==> config.mk <==
export PLATFORM = sky130hd
export DESIGN_NAME = serial_adder
export DESIGN_NICKNAME = d
export VERILOG_FILES = /design/src/rtl/serial_adder_pkg.sv /design/src/rtl/full_adder.sv /design/src/rtl/serial_adder.sv
export SDC_FILE = /design/constraint.sdc
export NUM_CORES = 1
export LEC_CHECK = 0
export CORE_MARGIN = 2
export CORE_UTILIZATION = 40
export CTS_CLUSTER_SIZE = 20
export DETAILED_ROUTE_END_ITERATION = 10
export PLACE_DENSITY = 0.66
export REMOVE_ABC_BUFFERS = 1
export SLEW_MARGIN = 20
export SYNTH_ARGS = -nofsm -noshare
export SYNTH_HDL_FRONTEND = slang
export SYNTH_SLANG_ARGS = --single-unit
==> constraint.sdc <==
create_clock -name clk -period 1.7 [get_ports clk]
set_input_delay 0.425 -clock clk [delete_from_list [all_inputs] [get_ports clk]]
set_output_delay 0.425 -clock clk [all_outputs]
set_load 0.02 [all_outputs]
==> src/rtl/serial_adder_pkg.sv <==
// ============================================================================
// Module  : serial_adder_pkg
// Purpose : Shared state encodings and default width for the serial adder.
// Revision: 1.0 - initial release
// ============================================================================
`default_nettype none

package serial_adder_pkg;

    localparam int DEFAULT_WIDTH = 8;

    typedef enum logic [1:0] {
        S_IDLE = 2'd0,
        S_RUN  = 2'd1,
        S_DONE = 2'd2
    } state_t;

endpackage

`default_nettype wire

==> src/rtl/full_adder.sv <==
// ============================================================================
// Module  : full_adder
// Purpose : 1-bit combinational full adder, used as the serial bit-slice ALU.
// Revision: 1.0 - initial release
// ============================================================================
`default_nettype none

module full_adder (
    input  logic a,
    input  logic b,
    input  logic cin,
    output logic sum,
    output logic cout
);

    assign sum  = a ^ b ^ cin;
    assign cout = (a & b) | (cin & (a ^ b));

endmodule

`default_nettype wire

==> src/rtl/serial_adder.sv <==
// ============================================================================
// Module  : serial_adder
// Purpose : Bit-serial WIDTH-bit adder, LSB first, one full_adder per clock.
// Revision: 1.0 - initial release
// ============================================================================
`default_nettype none

module serial_adder
    import serial_adder_pkg::*;
#(
    parameter int WIDTH = DEFAULT_WIDTH
) (
    input  logic             clk,
    input  logic             rst_n,
    input  logic             start,
    input  logic [WIDTH-1:0] a_in,
    input  logic [WIDTH-1:0] b_in,
    input  logic             cin,
    output logic             busy,
    output logic             done,
    output logic [WIDTH-1:0] sum,
    output logic             cout
);

    localparam int              CNT_W    = $clog2(WIDTH);
    localparam logic [CNT_W-1:0] LAST_CNT = CNT_W'(WIDTH - 1);

    state_t           state;
    state_t           state_nxt;
    logic             load;
    logic             last_bit;
    logic [WIDTH-1:0] a_sr;
    logic [WIDTH-1:0] b_sr;
    logic [WIDTH-1:0] s_sr;
    logic             carry;
    logic [CNT_W-1:0] cnt;
    logic             fa_sum;
    logic             fa_cout;

    full_adder u_fa (
        .a    (a_sr[0]),
        .b    (b_sr[0]),
        .cin  (carry),
        .sum  (fa_sum),
        .cout (fa_cout)
    );

    always_ff @(posedge clk or negedge rst_n) begin
        if (!rst_n) begin
            state <= S_IDLE;
        end else begin
            state <= state_nxt;
        end
    end

    // DONE accepts a new start exactly like IDLE so operations can run back to back.
    always_comb begin
        state_nxt = state;
        load      = 1'b0;
        case (state)
            S_IDLE: begin
                if (start) begin
                    load      = 1'b1;
                    state_nxt = S_RUN;
                end
            end
            S_RUN: begin
                if (cnt == LAST_CNT) begin
                    state_nxt = S_DONE;
                end
            end
            S_DONE: begin
                if (start) begin
                    load      = 1'b1;
                    state_nxt = S_RUN;
                end else begin
                    state_nxt = S_IDLE;
                end
            end
            default: begin
                state_nxt = S_IDLE;
            end
        endcase
    end

    assign last_bit = (state == S_RUN) && (cnt == LAST_CNT);
    assign busy     = (state == S_RUN);
    assign done     = (state == S_DONE);

    always_ff @(posedge clk or negedge rst_n) begin
        if (!rst_n) begin
            a_sr  <= '0;
            b_sr  <= '0;
            s_sr  <= '0;
            carry <= 1'b0;
            cnt   <= '0;
            sum   <= '0;
            cout  <= 1'b0;
        end else if (load) begin
            a_sr  <= a_in;
            b_sr  <= b_in;
            carry <= cin;
            cnt   <= '0;
        end else if (state == S_RUN) begin
            a_sr  <= a_sr >> 1;
            b_sr  <= b_sr >> 1;
            s_sr  <= {fa_sum, s_sr[WIDTH-1:1]};
            carry <= fa_cout;
            cnt   <= last_bit ? '0 : cnt + CNT_W'(1);
            // Publish the result including the bit being added on this edge.
            if (last_bit) begin
                sum  <= {fa_sum, s_sr[WIDTH-1:1]};
                cout <= fa_cout;
            end
        end
    end

endmodule

`default_nettype wire
**Word-level counts from Yosys, hierarchy flattened**

Index checks and enable logic that the tools add are counted.

- $add $sub $neg: 1
- Eq/ne operators: 5
- Mux-type cells: 15
- Bitwise gates (word level): 6
- Reduce and logical (&&, ||, !) cells: 7

Operators with widths:

| cell | number |
|---|---|
| 2-to-1 mux 8 bit | 4 |
| 2-to-1 mux 3 bit | 3 |
| one-hot mux 2 bit (3 select lines) | 1 |
| 2-to-1 mux 1 bit | 5 |
| 2-to-1 mux 2 bit | 2 |
| AND reduction 2 bit | 2 |
| adder 3 x 1 -> 3 bit (second input constant) | 1 |
| equality test 3 bit (second input constant) | 1 |
| AND reduction 3 bit | 1 |
| bitwise AND 1 bit | 2 |
| equality test 2 x 1 -> 1 bit (second input constant) | 1 |
| equality test 2 bit (second input constant) | 1 |
| logical NOT 2 bit | 1 |
| inequality test 2 x 1 -> 1 bit (second input constant) | 1 |
| inequality test 2 bit (second input constant) | 1 |
| nonzero test 2 bit | 1 |
| OR reduction 2 bit | 1 |
| XOR 1 bit | 2 |
| logical AND 1 bit | 1 |
| inverter 1 bit | 1 |
| bitwise OR 1 bit | 1 |

- Flip-flop bits (word level): 39
- Input port bits: 20
- Output and inout bits: 11
- Word-level logic and storage cells: 42

**Longest topological paths before layout**

Gate-level depths: netlist (run 1).

- Depth in word-level cells: 5
- Gate-level depth with buffers: 6
- Mapped depth without buffers: 4

**By module**

Synthesis (run 1) repeated with hierarchy kept, for this count alone.

- Cells, all modules: 137
- Area total of the unflattened synthesis: 1948.1 um2

Modules (own cells, without submodules):

| module | times used | cells each | area each (um2) | seq. area each (um2) |
|---|---|---|---|---|
| serial_adder | 1 | 136 | 1928.1 | 950.9 |
| full_adder | 1 | 1 | 20.0 | 0.0 |

**Worst setup path before layout (run 1)**

OpenSTA, ideal clock, no wires.

- Path kind: reg-to-reg
- From: reg cnt[0]
- To: reg cnt[0]
- Library setup time: 0.066 ns
- Data arrival time: 1.394 ns
- Required time: 1.634 ns
- Setup slack: 0.240 ns
- Cell stages (with the launch flop): 5
- Buffers on the path: 0
- Clock period less this slack: 1.460 ns
- Cells stage by stage: dfrtp_1 ha_1 ha_1 or4b_1 nand2_1

- Word-level cells in the longest chain between the ends: 5
- Elaborated cells between the ends (all ways): 6
- Those cells by class: add/sub: 1; eq/ne: 1; mux: 3; reduce/logical: 1

Ends and longest elaborated chain:

| what | line | RTL |
|---|---|---|
| start: declaration | serial_adder.sv:36 | `logic [CNT_W-1:0] cnt;` |
| start signal: assignment | serial_adder.sv:109 | `cnt <= last_bit ? '0 : cnt + CNT_W'(1);` |
| parallel branches: the longest is 2 deep, another holds adder 3 x 1 -> 3 bit | - |  |
| 2-to-1 mux 3 bit * | serial_adder.sv:109 |  |
| 2-to-1 mux 3 bit * | serial_adder.sv:104 | `end else if (state == S_RUN) begin` |
| 2-to-1 mux 3 bit * | serial_adder.sv:99 | `end else if (load) begin` |

Every way passes the cells marked *. The select of a mux whose other input is x is not followed.
A chain may end at the register's enable or synchronous reset.

**Final worst setup path (run 1)**

- From: reg sum[7]
- To: out sum[7]

RTL lines:

| what | line | RTL |
|---|---|---|
| start: declaration | serial_adder.sv:21 | `output logic [WIDTH-1:0] sum,` |
| start signal: assignment | serial_adder.sv:112 | `sum <= {fa_sum, s_sr[WIDTH-1:1]};` |

No word-level cell between the ends.

==> metrics.log, run 1 <==
[metrics] part of the total power dissipated in combinational logic: 0.413
[metrics] Crit Path Max Fanout: 2
[metrics] master of the slowest instance on the critical path: sky130_fd_sc_hd__clkdlybuf4s50_1
[metrics] Switching Fraction: 0.351
[metrics] number of standard cells in the layout, taps in and fillers out: between 200 and 250
[metrics] first-pass GRT wire length: 6070 um
[metrics] data required time at the worst endpoint: 1.27 ns
[metrics] number of cells on the worst reg-to-reg path: 4
[metrics] Max-slew headroom: 0.682
[metrics] Post-DRT Antenna Nets: 0
[metrics] capture point of the worst path: sum[7]
[metrics] width of the die: between 60 and 70 um
[metrics] average cell area after synthesis: around 11 sq um
[metrics] DP Worst Slack: roughly 0.063 ns
[metrics] worst hold slack: between 0.15 and 0.2 ns
[metrics] net switching power: around 1.4 mW
[metrics] number of antenna violations at the first check in global routing: 0
[metrics] RSZ-0062 raised after global routing: false
[metrics] fraction of synthesis flops using an asynchronous set or reset pin: 1.00
[metrics] critical path capture point type: output port
[metrics] maximum number of pins on one net before global-route repair: 39
[metrics] Max Transition Viols Final: 0
[metrics] critical register-to-register path startpoint: cnt[0]
[metrics] gate family responsible for the most delay along the worst path: buffers and inverters
[metrics] Buffers on Ports: 30
[metrics] latest clock arrival within the worst-skew pair: between 0.2 and 0.3 ns
[metrics] crit start category: register
[metrics] CTS tree: yes
[metrics] count of cell types in the netlist: 26
[metrics] summed area of non-filler cells in the final layout: between 0.002 and 0.0025 sq mm
[metrics] largest vdd supply drop: 1.09 mV
[metrics] number of ports placed on the die boundary: 31
[metrics] hpwl dp: roughly 2400 um
[metrics] status: finished, final reports clean
[metrics] vias after detailed routing: 1243
[metrics] count of H-tree levels built during CTS: 2
[metrics] area fraction of the dominant cell type after synthesis: 0.549
[metrics] relative contribution of the clock network to total power: 0.190
[metrics] fraction of final layout cells sized beyond drive strength 1: 0.157
[metrics] layout-stage area growth over the synthesis result: 27.7%
[metrics] worst clock skew: 0.00827 ns
[metrics] setup_tns: 0 ns
[metrics] overall routing resource usage: 0.157
[metrics] routed wire length per instance: 14.2 um
[metrics] number of cells produced by synthesis: about 160
[metrics] data arrival time of the critical path: ~1.2 ns
[metrics] placer congestion estimate: about 0.74
[metrics] count of antenna diodes in the layout: 0
[metrics] y dimension of the die: between 60 and 70 um
[metrics] # placed instances: 234
[metrics] flop-to-flop setup slack: about 0.13 ns
[metrics] min Tclk post-route: roughly 1.7 ns
[metrics] number of flops mapped to enable cells by yosys: 0
[metrics] leading cell types by total area after synthesis: sky130_fd_sc_hd__dfrtp_1, sky130_fd_sc_hd__mux2_4, sky130_fd_sc_hd__nand2_1
[metrics] commonest cells in the netlist: sky130_fd_sc_hd__dfrtp_1, sky130_fd_sc_hd__nand2_1, sky130_fd_sc_hd__nor2_1
[metrics] starting density of the core: 0.424
[metrics] first element of the critical path: sum[7]
[metrics] Die Outline Area: roughly 0.005 sq mm
[metrics] final hold viol count: 0
[metrics] library cell with the largest summed area after synthesis: sky130_fd_sc_hd__dfrtp_1
[metrics] Avg Vias per Cell: roughly 5.2
[metrics] Final setup viols: 0
[metrics] CTS sink cnt: 38
[metrics] number of detailed-routing iterations run before antenna repair: 4
[metrics] most common cell in the netlist: sky130_fd_sc_hd__dfrtp_1
[metrics] CTS root buf: sky130_fd_sc_hd__clkbuf_8
[metrics] clock buffer count from CTS: 5
[metrics] post-placement cell area: about 0.0021 sq mm
[metrics] dominant synthesized flop cell: sky130_fd_sc_hd__dfrtp_1
[metrics] number of rows created at floorplan: 23
[metrics] CP Class: register to output port
[metrics] GRT overflow: 0
[metrics] fraction of power consumed by sequential logic: 0.398
[metrics] drt initial violations: 45
[metrics] count of fill cells added during filler insertion: between 300 and 400
[metrics] number of register bits inferred by synthesis: 38
[metrics] post-route clock period utilization: 0.977
[metrics] clock transition at the registers of the reported paths: 0.07 ns
[metrics] measured slew at the worst slew-check pin: about 0.48 ns
[metrics] crit path cell chain: clkdlybuf4s50_1
[metrics] leak pwr: 1.09 nW
[metrics] Max clock buf depth: 2
[metrics] Int Power: 2.62 mW
[metrics] buffer and inverter count on the worst path: 1
[metrics] # DRC: 0
[metrics] Synth Warn #: 0
[metrics] number of stages on the worst setup path: 1
[metrics] Cell Pwr Density: ~1800 mW/mm^2
[metrics] post-route setup slack: 0.0385 ns
[metrics] largest stage delay on the critical path: 0.60 ns
[metrics] sum of routed wire length over all layers: about 3400 um
[metrics] via count of the first global-routing pass: around 1400
[metrics] part of the Yosys area used for sequential elements: 0.549
[metrics] Floorplan Core Area: 0.00409 sq mm
[metrics] terminus of the critical flop-to-flop path: cnt[0]
[metrics] reported max-cap violation count: 0
[metrics] Mapped Area: ~0.0017 sq mm
[metrics] number of nets in the final layout: 214
[metrics] worst hold-check path type: primary input to asynchronous set/reset pin
[metrics] maximum frequency from static timing analysis: 602 MHz
## worst min-delay path by stage
stage,from,endpoint,slack (ns),cells after the start
detailed placement,s_sr[1],s_sr[1],0.47,2
floorplan,rst_n,a_sr[0],0.13,0
finish,rst_n,a_sr[6],0.18,2
global placement,s_sr[1],s_sr[1],0.46,2
CTS,rst_n,b_sr[6],0.19,2
global route,rst_n,b_sr[6],0.23,2
## stage by stage
stage,total power [mW],utilization
finish,4.03,0.542
global route,4.35,0.542
CTS,4.10,0.538
detailed placement,3.33,0.511
global placement,3.25,0.511
floorplan,2.68,-
## per-layer routing
layer  GRT usage  vias up  routed length [um]  part of all wire
li1            -      601                   -                 -
met1       0.175      609                1480              0.43
met2       0.285       26                1770              0.52
met3      0.0349        7                 119             0.035
met4      0.0641        0                  61             0.018
met5           0        -                   0                 0
## cell usage in the layout (no fill, tap or decap)
cell type / synthesis / routed
sky130_fd_sc_hd__mux2_4: 9 / 9
sky130_fd_sc_hd__dlymetal6s2s_1: 0 / 7
sky130_fd_sc_hd__nand3b_1: 2 / 2
sky130_fd_sc_hd__or4b_1: 1 / 1
sky130_fd_sc_hd__bufinv_16: 0 / 1
sky130_fd_sc_hd__clkbuf_8: 0 / 6
sky130_fd_sc_hd__nand2b_1: 1 / 1
sky130_fd_sc_hd__o2bb2ai_1: 1 / 1
sky130_fd_sc_hd__dlygate4sd2_1: 0 / 1
sky130_fd_sc_hd__and2_1: 1 / 1
sky130_fd_sc_hd__nor3_1: 10 / 10
sky130_fd_sc_hd__ha_1: 2 / 2
sky130_fd_sc_hd__clkbuf_2: 0 / 2
sky130_fd_sc_hd__inv_4: 1 / 1
sky130_fd_sc_hd__fa_1: 1 / 1
sky130_fd_sc_hd__buf_4: 0 / 9
sky130_fd_sc_hd__nor2b_1: 7 / 7
sky130_fd_sc_hd__nand2_8: 1 / 1
sky130_fd_sc_hd__o21ai_0: 3 / 3
sky130_fd_sc_hd__nand3_1: 1 / 1
sky130_fd_sc_hd__dfrtp_1: 38 / 38
sky130_fd_sc_hd__o22ai_1: 10 / 10
sky130_fd_sc_hd__a211oi_1: 5 / 5
sky130_fd_sc_hd__o21ai_1: 1 / 1
sky130_fd_sc_hd__clkdlybuf4s50_1: 0 / 20
sky130_fd_sc_hd__nand2_1: 26 / 26
sky130_fd_sc_hd__a21oi_1: 5 / 5
sky130_fd_sc_hd__nand2b_4: 1 / 1
sky130_fd_sc_hd__nor2_1: 11 / 11
sky130_fd_sc_hd__inv_1: 1 / 1
sky130_fd_sc_hd__mux2i_1: 6 / 6
## cells by family (layout without fill, tap and decap cells)
group | after synthesis | in the layout | synth area share
AOI/OAI and AO/OA | 25 | 25 | 0.0888
buffers and inverters | 12 | 48 | 0.0455
and+or+nand+nor | 62 | 62 | 0.178
DFF | 38 | 38 | 0.549
adders and majority gates | 3 | 3 | 0.0260
muxes | 15 | 15 | 0.113
## registers in the layout (all words and copies together), names as in the netlist
| register | cells |
|---|---|
| state | 2 |
| cnt | 3 |
| cout | 1 |
| carry | 1 |
| s_sr | 7 |
| sum | 8 |
| a_sr | 8 |
| b_sr | 8 |
## power groups by stage
stage	combinational, mW	clock [mW]	sequential [mW]
floorplan	0.966	0	1.71
global placement	1.65	0	1.60
detailed placement	1.71	0	1.63
CTS	1.71	0.787	1.61
global route	1.86	0.823	1.66
finish	1.66	0.764	1.60
## area by class of cell
class                           instances  area [sq um]  area share
Clock inverter                          1          30.0      0.0136
Clock buffer                            6          82.6      0.0373
Inverter                                2          10.0     0.00452
Tap cell                               50          62.6      0.0283
Timing Repair Buffer                   39           374       0.169
Multi-Input combinational cell        105           703       0.318
Sequential cell                        38           951       0.430
## timing repair
| item | 4_1_cts | 5_1_grt |
|---|---|---|
| gates resized for setup | 2 | 9 |
| hold buffers | 0 | 0 |
| gates cloned | 0 | 0 |
| buffers inserted | 0 | 0 |
| hold endpoints to repair | 0 | 0 |
| endpoints found under the setup margin | 2 | 8 |
No activity file was read; power rests on OpenSTA's default activity.
==> run 2, diff against run 1 <==
--- a/config.mk
+++ b/config.mk
@@ -9,9 +9,9 @@
 export CORE_UTILIZATION = 40
 export CTS_CLUSTER_SIZE = 20
 export DETAILED_ROUTE_END_ITERATION = 10
+export GPL_TIMING_DRIVEN = 1
 export PLACE_DENSITY = 0.66
 export REMOVE_ABC_BUFFERS = 1
-export SLEW_MARGIN = 20
 export SYNTH_ARGS = -nofsm -noshare
 export SYNTH_HDL_FRONTEND = slang
 export SYNTH_SLANG_ARGS = --single-unit
==> results of run 2 <==
Final layout, timing and power as in run 1 (identical DEF).
